[src/rtl/rtc_core.sv]
// Real-time-clock core: prescaled seconds/minutes/hours with edge-triggered setting,
// a daily alarm with timeout, and 12/24-hour BCD display outputs.
module rtc_core #(
    parameter int CLK_HZ     = 100_000_000,
    parameter int ALARM_SECS = 60
) (
    input  logic       clk,
    input  logic       rst,
    input  logic       en,
    input  logic       mode12,
    input  logic       hrup,
    input  logic       minup,
    input  logic       secclr,
    input  logic       alarm_set,
    input  logic       alarm_en,
    input  logic       alarm_ack,
    output logic [3:0] s1,
    output logic [3:0] s2,
    output logic [3:0] m1,
    output logic [3:0] m2,
    output logic [3:0] h1,
    output logic [3:0] h2,
    output logic       pm,
    output logic       alarm,
    output logic       tick
);

    localparam int PW = $clog2(CLK_HZ);
    localparam int CW = $clog2(ALARM_SECS + 1);
    localparam logic [PW-1:0] PRE_MAX  = PW'(CLK_HZ - 1);
    localparam logic [CW-1:0] CNT_LOAD = CW'(ALARM_SECS);

    logic [PW-1:0] pre_q, pre_d;
    logic [5:0]    sec_q, sec_d;
    logic [5:0]    min_q, min_d;
    logic [4:0]    hour_q, hour_d;
    logic [5:0]    amin_q, amin_d;
    logic [4:0]    ahour_q, ahour_d;
    logic [CW-1:0] cnt_q, cnt_d;
    logic          alarm_q, alarm_d;
    logic          tick_q, tick_d;
    logic          tupd_q, tupd_d;
    logic          hrup_q, minup_q;

    logic hr_edge, min_edge, time_adj, wrap;

    // Binary 0-59 to {tens, ones} BCD.
    function automatic logic [7:0] to_bcd(input logic [5:0] v);
        logic [3:0] tens;
        logic [5:0] base;
        if (v >= 6'd50) begin
            tens = 4'd5; base = 6'd50;
        end else if (v >= 6'd40) begin
            tens = 4'd4; base = 6'd40;
        end else if (v >= 6'd30) begin
            tens = 4'd3; base = 6'd30;
        end else if (v >= 6'd20) begin
            tens = 4'd2; base = 6'd20;
        end else if (v >= 6'd10) begin
            tens = 4'd1; base = 6'd10;
        end else begin
            tens = 4'd0; base = 6'd0;
        end
        return {tens, 4'(v - base)};
    endfunction

    always_comb begin
        pre_d   = pre_q;
        sec_d   = sec_q;
        min_d   = min_q;
        hour_d  = hour_q;
        amin_d  = amin_q;
        ahour_d = ahour_q;
        cnt_d   = cnt_q;
        alarm_d = alarm_q;
        tupd_d  = 1'b0;

        hr_edge  = hrup & ~hrup_q;
        min_edge = minup & ~minup_q;
        time_adj = (hr_edge | min_edge) & ~alarm_set;
        wrap     = en && (pre_q == PRE_MAX) && !secclr;
        tick_d   = wrap;

        if (secclr)
            pre_d = '0;
        else if (en)
            pre_d = (pre_q == PRE_MAX) ? '0 : pre_q + 1'b1;

        // An adjust edge swallows a coincident tick's time update.
        if (secclr) begin
            sec_d = 6'd0;
        end else if (time_adj) begin
            if (hr_edge)
                hour_d = (hour_q == 5'd23) ? 5'd0 : hour_q + 5'd1;
            if (min_edge)
                min_d = (min_q == 6'd59) ? 6'd0 : min_q + 6'd1;
        end else if (wrap) begin
            tupd_d = 1'b1;
            if (sec_q == 6'd59) begin
                sec_d = 6'd0;
                if (min_q == 6'd59) begin
                    min_d  = 6'd0;
                    hour_d = (hour_q == 5'd23) ? 5'd0 : hour_q + 5'd1;
                end else begin
                    min_d = min_q + 6'd1;
                end
            end else begin
                sec_d = sec_q + 6'd1;
            end
        end

        if (alarm_set) begin
            if (hr_edge)
                ahour_d = (ahour_q == 5'd23) ? 5'd0 : ahour_q + 5'd1;
            if (min_edge)
                amin_d = (amin_q == 6'd59) ? 6'd0 : amin_q + 6'd1;
        end

        // Fire is judged on the registered tick so manual setting never matches.
        if (alarm_ack || !alarm_en) begin
            alarm_d = 1'b0;
            cnt_d   = '0;
        end else if (tupd_q && sec_q == 6'd0 && hour_q == ahour_q && min_q == amin_q) begin
            alarm_d = 1'b1;
            cnt_d   = CNT_LOAD;
        end else if (alarm_q && tick_q) begin
            cnt_d = cnt_q - 1'b1;
            if (cnt_q == CW'(1))
                alarm_d = 1'b0;
        end
    end

    always_ff @(posedge clk) begin
        if (rst) begin
            pre_q   <= '0;
            sec_q   <= 6'd0;
            min_q   <= 6'd0;
            hour_q  <= 5'd0;
            amin_q  <= 6'd0;
            ahour_q <= 5'd0;
            cnt_q   <= '0;
            alarm_q <= 1'b0;
            tick_q  <= 1'b0;
            tupd_q  <= 1'b0;
            hrup_q  <= 1'b0;
            minup_q <= 1'b0;
        end else begin
            pre_q   <= pre_d;
            sec_q   <= sec_d;
            min_q   <= min_d;
            hour_q  <= hour_d;
            amin_q  <= amin_d;
            ahour_q <= ahour_d;
            cnt_q   <= cnt_d;
            alarm_q <= alarm_d;
            tick_q  <= tick_d;
            tupd_q  <= tupd_d;
            hrup_q  <= hrup;
            minup_q <= minup;
        end
    end

    logic [4:0] disp_hour, hr_show;
    logic [5:0] disp_min, disp_sec;
    logic [7:0] sec_bcd, min_bcd, hour_bcd;

    always_comb begin
        disp_hour = alarm_set ? ahour_q : hour_q;
        disp_min  = alarm_set ? amin_q : min_q;
        disp_sec  = alarm_set ? 6'd0 : sec_q;
        hr_show   = disp_hour;
        pm        = 1'b0;
        if (mode12) begin
            if (disp_hour == 5'd0) begin
                hr_show = 5'd12;
            end else if (disp_hour >= 5'd12) begin
                pm = 1'b1;
                if (disp_hour > 5'd12)
                    hr_show = disp_hour - 5'd12;
            end
        end
        sec_bcd  = to_bcd(disp_sec);
        min_bcd  = to_bcd(disp_min);
        hour_bcd = to_bcd({1'b0, hr_show});
        {s2, s1} = sec_bcd;
        {m2, m1} = min_bcd;
        {h2, h1} = hour_bcd;
    end

    assign alarm = alarm_q;
    assign tick  = tick_q;

endmodule

[config.mk]
export PLATFORM = sky130hd
export DESIGN_NAME = rtc_core
export DESIGN_NICKNAME = d
export VERILOG_FILES = /design/src/rtl/rtc_core.sv
export SDC_FILE = /design/constraint.sdc
export NUM_CORES = 1
export LEC_CHECK = 0
export ABC_CLOCK_PERIOD_IN_PS = 7420
export BUFFER_PORTS_ARGS = -buffer_cell sky130_fd_sc_hd__buf_2
export CORE_UTILIZATION = 40
export CTS_CLUSTER_DIAMETER = 150
export CTS_CLUSTER_SIZE = 20
export DETAILED_ROUTE_END_ITERATION = 6
export GPL_ROUTABILITY_DRIVEN = 0
export PLACE_DENSITY = 0.55
export SLEW_MARGIN = 20
export SYNTH_ARGS = -nofsm -noshare
export SYNTH_HDL_FRONTEND = slang
export SYNTH_SLANG_ARGS = --single-unit
[constraint.sdc]
create_clock -name clk -period 7.42 [get_ports clk]
set_input_delay 0.371 -clock clk [delete_from_list [all_inputs] [get_ports clk]]
set_output_delay 0.371 -clock clk [all_outputs]
set_load 0.02 [all_outputs]
; After elaboration in Yosys (flattened, before gate mapping)
; Index checks and enable logic that the tools add are counted.
[word_totals]
ff_bits = 66
inputBits = 10
output_inout_bits = 27
word_cells = 148
[op_classes]
n_addsub = 11
magnitude_cmp = 17
n_eq_ne = 11
n_mux = 61
bitwise_logic = 9
n_reduce_logical = 26
[ops]
columns = cell, count
row1 = $mux 6, 11
row2 = $mux 4, 15
row3 = $mux 5, 12
row4 = $add 27x1->27 const B, 1
row5 = $eq 27x27->1 const B, 1
row6 = $mux 27, 1
row7 = $ge 6x5->1 const B, 4
row8 = $ge 6x6->1 const B, 4
row9 = $add 6x1->6 const B, 3
row10 = $eq 6x6->1 const B, 3
row11 = $mux 3, 6
row12 = $ge 5x6->1 const B, 2
row13 = $ge 6x4->1 const B, 2
row14 = $mux 2, 6
row15 = $sub 4x4->4, 3
row16 = $add 5x1->5 const B, 2
row17 = $eq 5x5->1 const B, 2
row18 = $ge 5x4->1 const B, 2
row19 = $ge 5x5->1 const B, 2
row20 = $mux 1, 10
row21 = $reduce_bool 2->1, 5
row22 = $reduce_and 2->1, 4
row23 = $eq 6x1->1 const B, 1
row24 = $eq 6x6->1, 1
row25 = 17 further kinds, 32

; Logic depth before layout (Yosys ltp)
[logic_depth]
ltp_word = 13
depth_mapped = 14
ltp_nobuf = 13

; Worst setup path before layout
; Ideal clock, no wire load.
[synth_timing]
path_kind = input port to output port
from = input alarm_set
to = output h1[3]
arrival_time_ps = 3478
required_time_ps = 7049
setup_slack_ps = 3571
path_stages = 14
path_buffers = 1
cell_sequence = buf_2 mux2i_1 inv_1 ha_1 nor4b_1 a31oi_1 a31oi_1 a311oi_2 nand2_1 o22ai_1 ha_1 inv_1 fa_1 xor2_1
[synth_via]
elab_chain_len = 13
word_cells_on_any_way = 20
classes_between = add/sub (2) / order compare (7) / mux (10) / reduce/logical (1)
[synth_rtl]
columns = item, line_no
row1 = "start, declared", 14  ; input logic alarm_set,
row2 = $mux 5 *, 168  ; disp_hour = alarm_set ? ahour_q : hour_q;
row3 = $sub 5x4->5 or $gt 5x4->1 (tied branches), "179, 178"
row4 = $mux 5, 178  ; if (disp_hour > 5'd12)
row5 = $mux 5, 176  ; end else if (disp_hour >= 5'd12) begin
row6 = $mux 5, 174  ; if (disp_hour == 5'd0) begin
row7 = $mux 5 *, 173  ; if (mode12) begin
row8 = $ge 5x4->1, 59  ; end else if (v >= 6'd10) begin
row9 = $mux 4, 59
row10 = $mux 4, 57  ; end else if (v >= 6'd20) begin
row11 = $mux 4, 55  ; end else if (v >= 6'd30) begin
row12 = $mux 4, 53  ; end else if (v >= 6'd40) begin
row13 = $mux 4, 51  ; if (v >= 6'd50) begin
row14 = $sub 4x4->4 *, 64  ; return {tens, 4'(v - base)};
row15 = "end, declared", 21  ; output logic [3:0] h1,
; Every way passes the cells marked *; elsewhere a longest branch is shown, timed or not.

; Worst setup path after layout
; Same ends and word-level chain as after synthesis.

==> key figures <==
Run status
  • Outcome: complete, no violations

Logic synthesis
  • Ys flop type: dfxtp_1
  • Gate Count Post-Synth: 501
  • Post-synth cell types: 63
  • Mean Syn Cell Area: 8.15 µm²
  • Seq/Total Area, Yosys: 32.4%
  • Yosys reg bits: 66
  • Warnings, synthesis: 0
  • Ys async rst share: 0%
  • Number of flops mapped to enable cells by yosys: 0
  • Syn Std Cell Area: 4080 µm²

Finish
  • Antenna Cells: 0
  • Share of layout cells above drive strength 1: 12.8%
  • Most common cell after layout, fill and taps aside: nor2_1
  • Commonest cells after routing, fill and taps aside: nor2_1, dfxtp_1, nand2_1
  • Final Net Count: 552
  • Syn-to-layout area delta: 10.8%
  • Non-filler instance count after layout: 663

Clock tree
  • Longest Clk Path Bufs: 2
  • Clk Tree Root Cell: clkbuf_8
  • Post-CTS sizing: 0
  • Clock Latency Late Sink: 0.35 ns
  • Cts hold-fix bufs: 0
  • Total setup buffers inserted after CTS: 0
  • TritonCTS clock tree: built
  • # clock sinks: 66
  • CTS clk-pin slew, worst paths: 0.07 ns
  • CTS Buf Count: 9
  • H-tree Lvls: 3

Drt
  • Vias: 3479
  • DRT Wirelength: 8800 µm
  • Met3 WL: 380 µm
  • 1st-pass router iterations: 4
  • Routed length on met1: 4300 µm
  • DRT antenna net count: 0
  • Top layer in use: met4
  • Vias/cell: 5.25
  • Drt drc: 0
  • Average wire per standard cell: 13.3 µm
  • Metal2 WL: 3980 µm
  • Drt initial violations: 75

Critical path
  • Worst Setup End Kind: primary output
  • Required time of the critical path: 7.05 ns
  • Crit path max fanout: 26
  • CP startpoint kind: input port
  • Arrival @ worst endpoint: 3.74 ns
  • Setup CP Type: input port to primary output

Floorplanning
  • Cell row count: 36
  • Chip width: 103 µm
  • Initial Util: 41.6%
  • Die ar.: 10600 µm²
  • Num ports: 37
  • Core area: 9820 µm²
  • DIE HEIGHT: 103 µm

GRT
  • Pin count of the biggest net entering global routing: 27
  • Number of global-route vias before repair: 3199
  • Antenna violations before repair: 0
  • First-pass GRT wire length: 14900 µm
  • Overflow after GRT: 0
  • Global Route Usage Sum: 18.0%

Timing
  • RSZ-0062 raised after global routing: no
  • Final hold viol count: 0
  • Setup TNS: 0 ns
  • Fmax: 244 MHz
  • Fin crit share: 55.3%
  • Final WS setup: 3.31 ns
  • Max-slew headroom: 32.5%
  • Hold WS: 0.253 ns
  • # setup viols final: 0
  • Period minus WS final: 4.11 ns
  • Fin. max-slew vios: 0
  • Worst slew pin tran: 1.01 ns
  • Worst Skew: 0.00945 ns

Pwr
  • Pwr dens: 166 nW/µm²
  • LEAKAGE: 0.00172 µW
  • VDD IR max: 0.000122 V

Min path
  • Hold WC Path Type: input port to flip-flop

Placed design
  • Setup Slack @ Placement: 3.32 ns
  • Input/output buffers: 32
  • Inst Count DP: 647
  • Detailed placement HPWL: 6280 µm

Run
  • Max_cap viols: 0
==> worst max-delay path: stages <==
cell and delay (ns):
buf_2 0.44, mux2i_1 0.49, inv_1 0.10, ha_1 0.25, nor4b_1 0.16, a31oi_1 0.27, a31oi_1 0.15, a311oi_2 0.32
nand2_1 0.09, o22ai_1 0.20, ha_1 0.17, inv_1 0.05, fa_1 0.37, xor2_1 0.15, buf_2 0.17
==> routing by layer <==
metal	track usage, %	up-vias
met3	4.47	14
met5	0	-
li1	-	1806
met4	6.93	0
met1	23.1	1597
met2	29.2	62
==> cell families (layout without fill, tap and decap cells) <==
family | after synthesis | after routing | synth area share [%]
flops | 66 | 66 | 32.4
mux | 19 | 19 | 4.81
xor+xnor | 52 | 52 | 11.2
other cells | 1 | 4 | 0.0919
fa+ha+maj | 20 | 20 | 6.50
simple gates | 220 | 220 | 27.9
compound gates | 76 | 76 | 12.0
buf+inv | 47 | 73 | 5.18
==> where the power goes <==
group          internal (µW)  leakage, µW  switching, µW
sequential               356     0.000533           3.90
combinational           16.2      0.00109           31.4
clock                    190    0.0000987            151
total                    562      0.00172            186
==> metrics by stage <==
step                util (%)  area [µm²]  power [µW]
floorplan                  -        4090         405
detailed placement      43.8        4300         417
finish                  46.0        4520         749
CTS                     46.0        4520         761
global route            46.0        4520         784
global placement        43.8        4300         416
==> final timing paths <==
path / from / end / slack (ns) / depth (start not counted)
min: minup / minup_q / 0.25 / 2
max reg2reg: pre_q[0] / pre_q[13] / 4.81 / 6
min reg2reg: sec_q[0] / sec_q[0] / 0.49 / 2
max: alarm_set / h1[3] / 3.31 / 15
==> cell usage after synthesis (3+ instances only) <==
cell type | instances | area, µm²
a21boi_0 | 3 | 22.5
a21oi_1 | 27 | 135
a31oi_1 | 5 | 31.3
and3_1 | 7 | 43.8
buf_2 | 4 | 20.0
buf_4 | 6 | 45.0
clkbuf_1 | 11 | 41.3
dfxtp_1 | 66 | 1320
fa_1 | 3 | 60.1
ha_1 | 14 | 175
inv_1 | 24 | 90.1
maj3_1 | 3 | 30.0
mux2_2 | 5 | 56.3
mux2i_1 | 14 | 140
nand2_1 | 38 | 143
nand2b_1 | 3 | 18.8
nand3_1 | 23 | 115
nand3b_1 | 3 | 22.5
nand4_1 | 16 | 100
nor2_1 | 69 | 259
nor2b_1 | 7 | 43.8
nor3_1 | 12 | 60.1
nor4_1 | 3 | 18.8
nor4b_1 | 6 | 52.6
o21ai_0 | 17 | 85.1
o22ai_1 | 4 | 25.0
or3_1 | 5 | 31.3
or4_1 | 9 | 67.6
xnor2_1 | 21 | 184
xor2_1 | 31 | 272
==> registers in the layout, summed over array words and instances, names as in the netlist <==
| name | count |
|---|---|
| min_q | 6 |
| alarm | 1 |
| cnt_q | 6 |
| hour_q | 5 |
| hrup_q | 1 |
| amin_q | 6 |
| sec_q | 6 |
| ahour_q | 5 |
| tick | 1 |
| tupd_q | 1 |
| pre_q | 27 |
| minup_q | 1 |
==> final cells by class <==
cell class                      count  area (µm²)
Clock inverter                      6        91.3
Inverter                           25        93.8
Clock buffer                       10         128
Timing Repair Buffer               32         160
Multi-Input combinational cell    391        2560
Tap cell                          133         166
Sequential cell                    66        1320
Fill cell                        1011        5300
No activity file was read; power rests on OpenSTA's default activity.
